`config.mk`:
```
export PLATFORM = sky130hd
export DESIGN_NAME = regfile_writeback
export DESIGN_NICKNAME = d
export VERILOG_FILES = /design/src/rtl/regfile_writeback_pkg.sv /design/src/rtl/regfile_writeback_wb_fifo.sv /design/src/rtl/regfile_writeback.sv
export SDC_FILE = /design/constraint.sdc
export NUM_CORES = 1
export LEC_CHECK = 0
export ABC_AREA = 0
export BUFFER_PORTS_ARGS = -buffer_cell sky130_fd_sc_hd__buf_2
export CORE_ASPECT_RATIO = 1.25
export CORE_MARGIN = 2
export CORE_UTILIZATION = 45
export CTS_CLUSTER_DIAMETER = 40
export DETAILED_ROUTE_END_ITERATION = 8
export HOLD_SLACK_MARGIN = 0.12
export PLACE_DENSITY_LB_ADDON = 0.12
export SLEW_MARGIN = 10
export SYNTH_ARGS = -nofsm -noshare
export SYNTH_HDL_FRONTEND = slang
export SYNTH_HIERARCHICAL = 1
export SYNTH_SLANG_ARGS = --single-unit
```
`constraint.sdc`:
```
create_clock -name clk -period 4.9 [get_ports clk]
set_input_delay 0.245 -clock clk [delete_from_list [all_inputs] [get_ports clk]]
set_output_delay 0.245 -clock clk [all_outputs]
set_load 0.03 [all_outputs]
```
`src/rtl/regfile_writeback_pkg.sv`:
```
// Shared write-back request types used by the ALU, the load unit and regfile_writeback.
package regfile_writeback_pkg;

  localparam int addr_size = 5;
  localparam int cell_size = 32;

  typedef struct packed {
    logic [addr_size-1:0] rd;
    logic [cell_size-1:0] data;
  } wb_req_t;

endpackage

```
`src/rtl/regfile_writeback_wb_fifo.sv`:
```
// Small synchronous FIFO of write-back requests; head is visible combinationally, no bypass.
module wb_fifo
  import regfile_writeback_pkg::*;
#(
  parameter int  DEPTH = 2,
  localparam int CW    = $clog2(DEPTH) + 1,
  localparam int AW    = (DEPTH > 1) ? $clog2(DEPTH) : 1
) (
  input  logic          clk,
  input  logic          reset_n,
  input  logic          i_push,
  input  wb_req_t       i_push_req,
  input  logic          i_pop,
  output wb_req_t       o_head,
  output logic [CW-1:0] o_count
);

  wb_req_t       r_mem [DEPTH];
  logic [AW-1:0] r_wr_ptr;
  logic [AW-1:0] r_rd_ptr;
  logic [CW-1:0] r_count;

  // Storage carries no reset; validity is tracked by the pointers and count alone.
  always_ff @(posedge clk) begin
    if (i_push) begin
      r_mem[r_wr_ptr] <= i_push_req;
    end
  end

  always_ff @(posedge clk or negedge reset_n) begin
    if (!reset_n) begin
      r_wr_ptr <= '0;
      r_rd_ptr <= '0;
      r_count  <= '0;
    end else begin
      if (i_push) r_wr_ptr <= r_wr_ptr + 1'b1;
      if (i_pop)  r_rd_ptr <= r_rd_ptr + 1'b1;
      case ({i_push, i_pop})
        2'b10:   r_count <= r_count + 1'b1;
        2'b01:   r_count <= r_count - 1'b1;
        default: r_count <= r_count;
      endcase
    end
  end

  assign o_head  = r_mem[r_rd_ptr];
  assign o_count = r_count;

endmodule

```
`src/rtl/regfile_writeback.sv`:
```
// Merges ALU and load results onto the single regfile write port (ALU priority, starvation guard).
// Optional: REGFILE_WB_ZERO_REG_EN suppresses writes to register 0.
module regfile_writeback
  import regfile_writeback_pkg::*;
#(
  parameter int  LOAD_DEPTH   = 2,
  parameter int  STARVE_LIMIT = 3,
  localparam int CW           = $clog2(LOAD_DEPTH) + 1
) (
  input  logic                 clk,
  input  logic                 reset_n,
  input  logic                 alu_valid,
  output logic                 alu_ready,
  input  logic [addr_size-1:0] alu_rd,
  input  logic [cell_size-1:0] alu_data,
  input  logic                 ld_valid,
  output logic                 ld_ready,
  input  logic [addr_size-1:0] ld_rd,
  input  logic [cell_size-1:0] ld_data,
  output logic                 wb_we,
  output logic [addr_size-1:0] wb_rd,
  output logic [cell_size-1:0] wb_data,
  output logic [CW-1:0]        ld_count
);

  localparam int            SW         = $clog2(STARVE_LIMIT + 1);
  localparam logic [SW-1:0] STARVE_MAX = SW'(STARVE_LIMIT);
  localparam logic [CW-1:0] FULL_COUNT = CW'(LOAD_DEPTH);

  logic [SW-1:0]        r_starve;
  logic                 r_wb_we;
  logic [addr_size-1:0] r_wb_rd;
  logic [cell_size-1:0] r_wb_data;

  logic [CW-1:0] w_count;
  logic          w_empty;
  logic          w_force;
  logic          w_alu_grant;
  logic          w_ld_pop;
  logic          w_ld_push;
  logic          w_write;
  wb_req_t       w_head;
  wb_req_t       w_sel;

  wb_fifo #(.DEPTH(LOAD_DEPTH)) u_ld_fifo (
    .clk        (clk),
    .reset_n    (reset_n),
    .i_push     (w_ld_push),
    .i_push_req ({ld_rd, ld_data}),
    .i_pop      (w_ld_pop),
    .o_head     (w_head),
    .o_count    (w_count)
  );

  // All arbitration terms depend only on registered state plus alu_valid.
  assign w_empty     = (w_count == '0);
  assign w_force     = (r_starve == STARVE_MAX) && !w_empty;
  assign w_alu_grant = alu_valid && !w_force;
  assign w_ld_pop    = !w_alu_grant && !w_empty;
  assign ld_ready    = (w_count != FULL_COUNT);
  assign w_ld_push   = ld_valid && ld_ready;
  assign w_sel       = w_alu_grant ? {alu_rd, alu_data} : w_head;

`ifdef REGFILE_WB_ZERO_REG_EN
  assign w_write = (w_alu_grant || w_ld_pop) && (w_sel.rd != '0);
`else
  assign w_write = w_alu_grant || w_ld_pop;
`endif

  always_ff @(posedge clk or negedge reset_n) begin
    if (!reset_n) begin
      r_starve <= '0;
    end else if (w_ld_pop || w_empty) begin
      r_starve <= '0;
    end else if (w_alu_grant && (r_starve != STARVE_MAX)) begin
      r_starve <= r_starve + 1'b1;
    end
  end

  // Address and data hold their last written value while wb_we is low.
  always_ff @(posedge clk or negedge reset_n) begin
    if (!reset_n) begin
      r_wb_we   <= 1'b0;
      r_wb_rd   <= '0;
      r_wb_data <= '0;
    end else begin
      r_wb_we <= w_write;
      if (w_write) begin
        r_wb_rd   <= w_sel.rd;
        r_wb_data <= w_sel.data;
      end
    end
  end

  assign alu_ready = !w_force;
  assign wb_we     = r_wb_we;
  assign wb_rd     = r_wb_rd;
  assign wb_data   = r_wb_data;
  assign ld_count  = w_count;

endmodule
```
Word-level counts from Yosys, hierarchy flattened
Memories as Yosys holds them, arrays and structs flattened.
Index checks and enable logic that the tools add are counted.
{"block": "totals", "regBits": 44, "ram_bits": 74, "input_bits": 78, "out_inout_bits": 42, "elab_cells": 37, "mem_count": 1}
{"memory": "u_ld_fifo.r_mem", "words": 2, "word_bits": 37, "rd": 1, "rd_ports_with_merged_regs": 0, "write_ports": 1, "line": "regfile_writeback_wb_fifo.sv:18", "text": "wb_req_t r_mem [DEPTH];"}
{"block": "classes", "add_sub_neg": 5, "eq_ne": 5, "muxes": 6, "n_reduce_logical": 13}
{"operator": "37-bit 2-to-1 mux", "count": 1}
{"operator": "1-bit logical AND", "count": 5}
{"operator": "2-bit by 1-bit adder with 2-bit output (second input constant)", "count": 2}
{"operator": "2-bit equality test (second input constant)", "count": 2}
{"operator": "2-bit 2-to-1 mux", "count": 2}
{"operator": "2-bit != test (second input constant)", "count": 2}
{"operator": "2-bit case mux with 2 select lines", "count": 1}
{"operator": "2-bit nonzero test", "count": 2}
{"operator": "1-bit zero test", "count": 3}
{"operator": "1-bit adder (second input constant)", "count": 2}
{"operator": "2-bit by 1-bit equality test with 1-bit output (second input constant)", "count": 1}
{"operator": "2-bit zero test", "count": 1}
{"operator": "1-bit logical OR", "count": 2}
{"operator": "1-bit 2-to-1 mux", "count": 2}
{"operator": "2-bit by 1-bit subtractor with 2-bit output (second input constant)", "count": 1}

Longest topological paths before layout
{"block": "logic_depth", "depth_word": 9, "ltp_mapped": 8, "ltp_nobuf": 7}

By module
The synthesis kept the hierarchy.
{"mod": "wb_fifo", "instances": 1, "cells_each": 129, "area_per_inst_um2": 2926.6, "seq_area_each_um2": 2322.2}
{"mod": "regfile_writeback", "instances": 1, "cells_each": 138, "area_per_inst_um2": 1765.4, "seq_area_each_um2": 1001.0}

Least setup slack after synthesis
OpenSTA, ideal clock, no wires.
{"block": "synth_timing", "path_kind": "flip-flop to flip-flop", "startpoint": "reg u_ld_fifo.r_count[0] (netlist: u_ld_fifo/o_count[0])", "endpoint": "mem u_ld_fifo/r_mem[0][0] in the netlist's numbering (enable)", "setup_ps": 432, "arrival_time_ps": 2850, "t_required_ps": 4468, "setup_slack_ps": 1619, "path_stages_with_launch": 5, "n_path_buf": 0, "period_less_slack_ps": 3281, "cell_sequence": "dfrtp_1 nand2b_1 and2_1 inv_1 nor2_1"}
{"block": "synth_via", "elab_chain_len": 4}
{"element": "start, declared", "line": "regfile_writeback_wb_fifo.sv:21", "text": "logic [CW-1:0] r_count;"}
{"element": "start signal, assigned", "line": "regfile_writeback_wb_fifo.sv:39", "text": "2'b10: r_count <= r_count + 1'b1;"}
{"element": "start signal, assigned", "line": "regfile_writeback_wb_fifo.sv:40", "text": "2'b01: r_count <= r_count - 1'b1;"}
{"element": "start signal, assigned", "line": "regfile_writeback_wb_fifo.sv:41", "text": "default: r_count <= r_count;"}
{"element": "2-bit != test", "line": "regfile_writeback.sv:60", "text": "assign ld_ready = (w_count != FULL_COUNT);"}
{"element": "via ld_ready", "line": "regfile_writeback.sv:17", "text": "output logic ld_ready,"}
{"element": "1-bit logical AND", "line": "regfile_writeback.sv:61", "text": "assign w_ld_push = ld_valid && ld_ready;"}
{"element": "via w_ld_push", "line": "regfile_writeback.sv:40", "text": "logic w_ld_push;"}
{"element": "1-bit 2-to-1 mux", "line": "regfile_writeback_wb_fifo.sv:25", "text": "if (i_push) begin"}
{"element": "1-bit 2-to-1 mux (not written as such)", "line": "regfile_writeback_wb_fifo.sv:26", "text": "r_mem[r_wr_ptr] <= i_push_req;"}
{"element": "end, declared", "line": "regfile_writeback_wb_fifo.sv:18"}
The timed path passes the listed nets, and every way through them passes these cells.

Worst setup path in the final report
{"block": "layout_timing", "startpoint": "reg u_ld_fifo.r_count[0] (netlist: u_ld_fifo/o_count[0])", "endpoint": "reg u_ld_fifo.r_count[1] (netlist: u_ld_fifo/o_count[1])"}
{"block": "layout_via", "elab_chain_len": 9, "elab_cells_between_ends": 15, "cone_classes": "add/sub: 2; eq/ne: 3; mux: 1; reduce/logical: 9"}
{"element": "2-bit zero test", "line": "regfile_writeback.sv:56", "text": "assign w_empty = (w_count == '0);"}
{"element": "1-bit zero test", "line": "regfile_writeback.sv:57, regfile_writeback.sv:59"}
{"element": "1-bit logical AND", "line": "regfile_writeback.sv:57", "text": "assign w_force = (r_starve == STARVE_MAX) && !w_empty;"}
{"element": "1-bit zero test", "line": "regfile_writeback.sv:58", "text": "assign w_alu_grant = alu_valid && !w_force;"}
{"element": "1-bit logical AND", "line": "regfile_writeback.sv:58"}
{"element": "1-bit zero test", "line": "regfile_writeback.sv:59", "text": "assign w_ld_pop = !w_alu_grant && !w_empty;"}
{"element": "1-bit logical AND", "line": "regfile_writeback.sv:59"}
{"element": "2-bit by 1-bit equality test with 1-bit output / 2-bit equality test (equally long branches)", "line": "regfile_writeback_wb_fifo.sv:38", "text": "case ({i_push, i_pop})"}
{"element": "2-bit case mux with 2 select lines / 2-bit nonzero test (equally long branches)"}
Parallel ways exist; a longest one is shown, timed or not.
A chain may end at the register's enable or synchronous reset.

==> impl_metrics.yaml <==
min_path:
  hold_class: "in2reg"
  min_from: "ld_valid"
power_and_ir_drop:
  power_frac_comb: 0.303
  power.leakage_nw: 2.83
  ir_drop_uv: 309
  clock_power_share: 0.296
  finalPower_w: 0.00394
  seqPwrFrac: 0.400
  p_per_area_mw_per_mm2: 587
  switching_power_w: 0.00127
  p_int_w: 0.00267
  switching_share: 0.322
yosys:
  synth_area_leaders: "edfxtp_1 47%, dfrtp_1 23%, a221o_1 7.7%"
  synth_edf_count: 74
  synth.top_cells.by_count: "74 x edfxtp_1, 44 x dfrtp_1, 39 x and2_1, 36 x a221o_1, 20 x mux2_4"
  ys_ff_latch: 118
  avgSynthCellArea_um2: 17.6
  synth.largest_area_cell: "edfxtp_1"
  netlist_area_mm2: 0.00469
  synth_cells: 267
  ys_async_sr_fraction: 0.373
  ys_warn_count: 6
  synth_top_area_share: 0.474
  yosysMostFrequentCell: "edfxtp_1"
  yosys_most_used_dff: "edfxtp_1"
  synth.net_count: 347
  synth_cell_types: 25
  yosysSeqAreaShare: 0.708
floorplanning:
  die_h_um: 118
  io_pins: 120
  coreArea_mm2: 0.0101
  initial_core_util: 0.464
  rows: 41
  die_area_mm2: 0.0113
  die_w_um: 95.3
timing:
  final.min_clock_period_ns: 2.43
  fin_worst_skew_ns: 0.0122
  worstMarginPinSlew_ns: 1.18
  drv_slew: 0
  slew_headroom: 0.214
  final-setup-viol-count: 0
  fin_ws_ns: 2.47
  hold_viol: 0
  min_period_over_period: 0.495
  fin_setup_tns_ns: 0
  rsz0062_at_grt: "no"
  clock.fmax_mhz: 412
routing:
  route.vias.total: 3092
  viasPerCell: 5.07
  routedWlPerCell_um: 16.9
  drt-initial-drc-count: 157
  route.detailed.drc: 0
  first_pass_iters: 4
  wirelength_mm: 10.3
  ant_nets: 0
worst_setup_path:
  worst-path-buf-inv: 0
  criticalPathCategory: "reg2reg"
  critical_path.top_delay_family: "compound AO/OA/AOI/OAI gates"
  startpoint: "u_ld_fifo/o_count[0]"
  cp.arrival_ns: 2.75
  cpMostUsedCell: "nor2_1"
  crit_fanout: 38
  timing.rr.start: "u_ld_fifo/o_count[0]"
  end_kind: "flop"
  critPathSlowestCell: "a21oi_4"
  critical_path.max_stage_delay_ns: 0.90
  required_ns: 5.23
  cp_cell_sequence: "nor2_1, a21oi_4, ha_1, nor2_1, xor2_1"
  cp-start-kind: "flop"
clocking:
  hold_buffers: 75
  numClockSinks: 118
  htree_num_levels: 4
  clk_path_buf_depth: 2
  cts-root-buf: "clkbuf_16"
  post-cts-setup-buffers: 0
  path_clk_slew_ns: 0.05
  post_cts_resized: 0
  cts_tree: "yes"
  cts_buffers: 17
  clock_latency_ns: 0.41
cells_and_area:
  fin_util: 0.664
  area_delta_synth_final_pct: 43.0
  antenna_cells: 0
  stdcell_count: 610
  nets: 548
  final_layout_size_suffix_gt1_frac: 0.407
run_status:
  outcome: "finished clean"
placement:
  io_buffers: 119
  dpl.hpwl_mm: 5.68
  place_congestion: 0.684
  dp_slack_ns: 2.44
  place_inst: 503
global_route:
  grt_util_all_layers: 0.193
  antenna_found_initial: 0
  grt_pass1_wl_mm: 16.1
  grt.overflow.total: 0
  grt_pass1_vias: 3269
  grt_max_degree: 45
job:
  maxCapViolations: 0
placed cells by master, fill, tap and decap left out, types with 5 or more instances in the layout:
cell type	synthesis	layout
buf_2	5	118
dlygate4sd3_1	0	75
edfxtp_1	74	74
dfrtp_1	44	43
and2_1	39	38
a221o_1	36	36
mux2_4	20	20
clkbuf_16	0	17
mux2_2	17	17
clkbuf_8	0	5
metrics by stage:
step / instance area, um^2 / hold WS, ns
6_report: 6710 / 0.205
5_1_grt: 6710 / 0.214
4_1_cts: 6710 / 0.185
3_5_place_dp: 5380 / 0.438
3_3_place_gp: 5380 / 0.426
2_1_floorplan: 4690 / -0.0506
power groups by stage:
stage               registers [W]  logic, W  clock network, W
floorplan                 0.00177  0.000644                 0
global placement          0.00158   0.00114                 0
detailed placement        0.00160   0.00115                 0
CTS                       0.00158   0.00120           0.00119
global route              0.00161   0.00128           0.00124
finish                    0.00158   0.00119           0.00117
registers in the layout (all words and copies together) (netlist names):
name and count:
r_starve 2, wb_data 32, wb_we 1, wb_rd 5
u_ld_fifo/r_wr_ptr 1, u_ld_fifo/r_mem 74, u_ld_fifo/r_rd_ptr 1, u_ld_fifo/o_count 2
tightest hold or removal path, delay by kind of cell:
family                 cells  cell delay [ns]
AND/OR/NAND/NOR            1             0.17
XOR/XNOR                   1             0.08
buffers and inverters      1             0.07
per-layer routing:
layer | vias up | share of wire | GRT usage | wire (um)
li1 | 1445 | - | - | -
met4 | 0 | 0.019 | 0.0870 | 200
met1 | 1519 | 0.42 | 0.241 | 4340
met3 | 16 | 0.053 | 0.0510 | 550
met2 | 112 | 0.51 | 0.312 | 5210
met5 | - | 0 | 0 | 0
cell families (layout without fill, tap and decap cells):
logic type,after synthesis,count (layout),synth area share
AO/OA/AOI/OAI,41,41,0.0864
buffers and inverters,17,231,0.0245
adder cells (fa/ha/maj),2,2,0.00533
AND/OR/NAND/NOR,47,47,0.0613
flip-flops,118,118,0.708
multiplexers,37,37,0.105
XOR/XNOR,5,5,0.00934
area by class of cell:
cell class / instances / area, um^2
Clock buffer: 24 / 502
Clock inverter: 8 / 71.3
Fill cell: 739 / 3400
Inverter: 3 / 11.3
Multi-Input combinational cell: 132 / 1280
Sequential cell: 118 / 3320
Tap cell: 129 / 161
Timing Repair Buffer: 196 / 1360
worst paths after layout:
kind	endpoint	slack [ns]	cells past startpoint
max	u_ld_fifo/o_count[1]	2.47	5
min	u_ld_fifo/r_wr_ptr	0.20	3
max reg2reg	u_ld_fifo/o_count[1]	2.47	5
min reg2reg	r_starve[0]	0.44	1
max in group asynchronous	u_ld_fifo/r_rd_ptr	4.02	2
min in group asynchronous	wb_data[11]	0.41	2
Note: power is estimated with default switching activity, not from simulation.
